===== config.mk =====
export PLATFORM = sky130hd
export DESIGN_NAME = oam_dma
export DESIGN_NICKNAME = d
export VERILOG_FILES = /design/src/rtl/oam_dma.sv
export SDC_FILE = /design/constraint.sdc
export NUM_CORES = 1
export LEC_CHECK = 0
export ABC_AREA = 1
export CAP_MARGIN = 20
export CORE_MARGIN = 4
export CORE_UTILIZATION = 39
export CTS_BUF_LIST = sky130_fd_sc_hd__clkbuf_2 sky130_fd_sc_hd__clkbuf_4 sky130_fd_sc_hd__clkbuf_8
export CTS_CLUSTER_DIAMETER = 30
export DETAILED_ROUTE_END_ITERATION = 10
export GPL_ROUTABILITY_DRIVEN = 0
export PLACE_DENSITY = 0.81
export SYNTH_ARGS = -nofsm -noshare
export SYNTH_HDL_FRONTEND = slang
export SYNTH_SLANG_ARGS = --single-unit

===== constraint.sdc =====
create_clock -name iClock -period 1.69 [get_ports iClock]
set_clock_uncertainty 0.1 [all_clocks]
set_input_delay 0.2535 -clock iClock [delete_from_list [all_inputs] [get_ports iClock]]
set_output_delay 0.2535 -clock iClock [all_outputs]
set_load 0.02 [all_outputs]

===== src/rtl/oam_dma.sv =====
// OAM DMA engine: a CPU write to DMA_REG_ADDR copies OAM_LEN bytes from page {data,8'h00} into OAM.
// Optional macro OAM_DMA_CPU_BLOCK_EN enables oCpuBlock; otherwise oCpuBlock is tied low.
module oam_dma #(
  parameter int          OAM_LEN      = 160,
  parameter logic [15:0] DMA_REG_ADDR = 16'hFF46
) (
  input  logic        iClock,
  input  logic        iReset,
  input  logic        iCpuWe,
  input  logic [15:0] iCpuAddr,
  input  logic [7:0]  iCpuData,
  output logic        oDmaReadRequest,
  output logic [15:0] oDmaReadAddr,
  input  logic [7:0]  iDmaReadData,
  output logic        oOamWe,
  output logic [7:0]  oOamAddr,
  output logic [7:0]  oOamData,
  output logic        oDmaBusy,
  output logic        oCpuBlock,
  output logic [7:0]  oDmaReg
);

  typedef enum logic [1:0] {
    ST_IDLE  = 2'd0,
    ST_SETUP = 2'd1,
    ST_XFER  = 2'd2,
    ST_DRAIN = 2'd3
  } state_t;

  localparam logic [7:0] LAST_IDX = 8'(OAM_LEN - 1);

  state_t     state_q, state_d;
  logic [7:0] page_q, page_d;
  logic [7:0] count_q, count_d;
  logic [7:0] reg_q, reg_d;
  logic [7:0] wr_addr_q, wr_addr_d;
  logic       wr_pend_q, wr_pend_d;
  logic       trigger_s;

  // Echo RAM (E0..FF) aliases work RAM (C0..DF).
  function automatic logic [7:0] fold_page(input logic [7:0] p);
    if (p[7:5] == 3'b111) begin
      return p & 8'hDF;
    end else begin
      return p;
    end
  endfunction

  assign trigger_s = iCpuWe && (iCpuAddr == DMA_REG_ADDR);

  // Next-state logic; a trigger in any state restarts the transfer and drops the pending write.
  always_comb begin
    state_d   = state_q;
    page_d    = page_q;
    count_d   = count_q;
    reg_d     = reg_q;
    wr_addr_d = count_q;
    wr_pend_d = 1'b0;
    if (trigger_s) begin
      reg_d   = iCpuData;
      page_d  = fold_page(iCpuData);
      count_d = 8'h00;
      state_d = ST_SETUP;
    end else begin
      case (state_q)
        ST_IDLE: begin
          state_d = ST_IDLE;
        end
        ST_SETUP: begin
          state_d = ST_XFER;
        end
        ST_XFER: begin
          wr_pend_d = 1'b1;
          count_d   = count_q + 8'd1;
          if (count_q == LAST_IDX) begin
            state_d = ST_DRAIN;
          end else begin
            state_d = ST_XFER;
          end
        end
        ST_DRAIN: begin
          state_d = ST_IDLE;
        end
        default: begin
          state_d = ST_IDLE;
        end
      endcase
    end
  end

  // State, counter and write-pipeline registers with synchronous reset.
  always_ff @(posedge iClock) begin
    if (iReset) begin
      state_q   <= ST_IDLE;
      page_q    <= 8'h00;
      count_q   <= 8'h00;
      reg_q     <= 8'h00;
      wr_addr_q <= 8'h00;
      wr_pend_q <= 1'b0;
    end else begin
      state_q   <= state_d;
      page_q    <= page_d;
      count_q   <= count_d;
      reg_q     <= reg_d;
      wr_addr_q <= wr_addr_d;
      wr_pend_q <= wr_pend_d;
    end
  end

  assign oDmaReadRequest = (state_q == ST_XFER);
  assign oDmaReadAddr    = {page_q, count_q};
  assign oOamWe          = wr_pend_q;
  assign oOamAddr        = wr_addr_q;
  assign oOamData        = iDmaReadData;
  assign oDmaBusy        = (state_q != ST_IDLE);
  assign oDmaReg         = reg_q;

`ifdef OAM_DMA_CPU_BLOCK_EN
  logic in_hram_s;
  assign in_hram_s = (iCpuAddr >= 16'hFF80) && (iCpuAddr <= 16'hFFFE);
  // HRAM stays reachable and the DMA register itself is never blocked so the CPU can re-trigger.
  assign oCpuBlock = oDmaBusy && !in_hram_s && (iCpuAddr != DMA_REG_ADDR);
`else
  assign oCpuBlock = 1'b0;
`endif

endmodule


==> results.md <==
* Ant diodes at 0
* Clock Sinks at 28
* Layout cells sized above 1 at 16.2%
* Fin nets at 274
* Top cell type's share of synthesized area at 40.0%
* Core footprint at 3420 sq um
* Area post-placement at 1970 sq um
* Rows at 21
* Hold EP: page_q[2]$_SDFFE_PP0P_
* Die area at 4620 sq um
* Worst endpoint required time at 1.34 ns
* Worst Setup End Kind: output port
* Critical Path Source Type: register
* Cell Chain, Critical Path: clkdlybuf4s50_1
* Detail Route Antenna Nets at 0
* Top post-synthesis cells by area: dfxtp_1, nand2_1, buf_4
* First-pass GRT wire length at 4.81 mm
* Fin. Hold Viols at 0
* Seq/Total Area, Yosys at 40.0%
* Clock buffer count from CTS at 3
* Clock transition at path regs at 0.15 ns
* Vias in the first global route at 1138
* Fin area at 2050 sq um
* Max Slew Vio Count at 0
* # DRC at 0
* Tcrit/Tclk final at 95.9%
* Busiest layer in global routing: met2
* Top Family by Delay on Critical Path: buffers and inverters
* GR Util met2 at 22.7%
* Clk Latency, worst-skew pair at 0.32 ns
* WS Path Type: reg2out
* Synth unique cells at 22
* Drt wl/cell at 10.9 um
* Gr ovfl total at 0
* Drt total wl at 3.06 mm
* Initial DRT Pass Iterations at 4
* Cell type with the largest total area after synthesis: dfxtp_1
* Maximum vdd drop at 0.000338 V
* Status: completed
* Synth warn at 0
* Max FO, Critical Path at 1
* Gate Count Post-Synth at 183
* Fmax at 0.617 GHz
* Met1 Use GR at 16.5%
* IO Count at 79
* LEAKAGE at 1.21 nW
* Initial antenna violation count at 0
* R2r startpoint: state_q[0]$_SDFF_PP0_
* CTS root buf: clkbuf_4
* Final setup fails at 0
* Hold depth at 2
* Via density at 4.37
* GRT met3 Usage at 2.63%
* Initial core utilization at 41.0%
* DRT iter0 DRCs at 72
* Minimum clock period at 1.62 ns
* Largest net degree at the start of global routing at 18
* RR Endpoint: count_q[5]$_SDFFE_PP0N_
* Reg2reg path depth at 8
* Post-Syn Area at 1400 sq um
* Buffers on Ports at 61
* Area delta synth->final at 46.5%
* Total Routing Usage GR at 13.4%
* Crit path buffers/inverters at 1
* # H-tree levels at 1
* Synth Register Bits at 28
* Hold_sp: page_q[2]$_SDFFE_PP0P_
* CTS tree: done
* Pwr Density at 581 nW/um^2
* Critical Path AT at 1.27 ns
* Slowest cell delay on critical path at 0.61 ns
* FF-to-FF setup slack at 0.27 ns
* Die height at 67.9 um
* Slowest CP cell: clkdlybuf4s50_1
* Syn_area_per_cell at 7.66 sq um
* Hold-fix buffers, CTS at 0
* Die Width at 67.9 um
* HPWL Detailed at 2.47 mm
* Maxcap violations at 0
* Final Util at 60.1%
* DR vias at 1224
* Syn Nets at 222
* Clock buffer depth at 2
* Worst hold path type: reg2reg
-- how the worst max path moves through the flow --
stage	startpoint	to	slack, ns	cells after the start
3_5_place_dp	iCpuAddr[12]	state_q[1]$_SDFF_PP0_	-0.02	8
3_3_place_gp	iCpuAddr[2]	count_q[5]$_SDFFE_PP0N_	0.04	8
6_report	oOamAddr[5]$_SDFF_PP0_	oOamAddr[5]	0.07	1
5_1_grt	oOamAddr[5]$_SDFF_PP0_	oOamAddr[5]	-0.003	1
2_1_floorplan	state_q[0]$_SDFF_PP0_	count_q[7]$_SDFFE_PP0N_	0.23	9
4_1_cts	count_q[1]$_SDFFE_PP0N_	oDmaReadAddr[1]	0.0007	1
-- registers in the layout, indices dropped and copies added (netlist names) --
register	count
oOamAddr	8
oDmaReg	1
page_q	8
oOamWe	1
state_q	2
count_q	8
-- kinds of logic after synthesis --
family,after synthesis,synth area share (%)
DFF,28,40.0
xor gates and xnor gates,2,1.25
buffers and inverters,43,16.5
and+or+nand+nor,101,37.0
other,1,0.268
adders and majority gates,4,3.57
AOI/OAI and AO/OA,4,1.43
-- layer usage --
metal  share of wire (%)  vias to the layer above
met5                   0                        -
met4                 2.5                        0
met3                 7.4                        6
met2                  49                       44
met1                  41                      532
li1                    -                      642
-- area by class of cell --
cell class | count | area [sq um]
flip-flops and latches | 28 | 561
fillers | 312 | 1360
clock buffers | 3 | 22.5
multi-input cells | 112 | 609
well taps | 46 | 57.6
inverters | 25 | 101
repair buffers | 65 | 672
clock inverters | 1 | 30.0
-- synth_stat cells (all sizes together) --
| library cell | count |
|---|---|
| o21ai | 2 |
| nand3 | 20 |
| xor2 | 2 |
| inv | 25 |
| conb | 1 |
| buf | 18 |
| nand4 | 2 |
| nand2 | 41 |
| dfxtp | 28 |
| nor2 | 38 |
| a21oi | 2 |
| ha | 4 |
-- where the power goes --
part	total (mW)	internal, mW	switching [mW]
Clock	0.423	0.240	0.184
Sequential	0.660	0.660	0.00000196
Combinational	0.109	0.0654	0.0440
Total	1.19	0.965	0.228
-- cells in the final DEF (no fill, tap or decap), drive strengths merged --
cell type and n:
nand3 20, conb 1, nor2 38, dfxtp 28
nand4 2, ha 4, inv 25, clkdlybuf4s50 35
buf 4, a21oi 2, clkbuf 5, dlymetal6s2s 19
nand2 41, o21ai 2, bufinv 1, xor2 2
dlygate4sd2 5
-- tightest hold or removal path: stages (launching register included) --
cell	delay, ns
dfxtp_1	0.34
nand3_1	0.08
nand2_1	0.04
-- what timing repair did --
item / 4_1_cts / 5_1_grt
endpoints found under the setup margin: 8 / 21
buffers inserted: 0 / 0
pin swaps: 0 / 0
gates resized for setup: 7 / 23
-- stage by stage --
| step | power, mW | TNS (ns) | hold WS, ns | worst slack, ns | cells |
|---|---|---|---|---|---|
| 6_report | 1.19 | 0 | 0.391 | 0.0689 | 280 |
| 4_1_cts | 1.20 | 0 | 0.387 | 0.000748 | 280 |
| 2_1_floorplan | 0.746 | 0 | 0.292 | 0.231 | 183 |
| 3_3_place_gp | 0.783 | 0 | 0.367 | 0.0359 | 276 |
| 3_5_place_dp | 0.785 | -0.152 | 0.374 | -0.0188 | 276 |
| 5_1_grt | 1.24 | -0.00335 | 0.385 | -0.00335 | 280 |
Power figures use the tool's default switching activity.
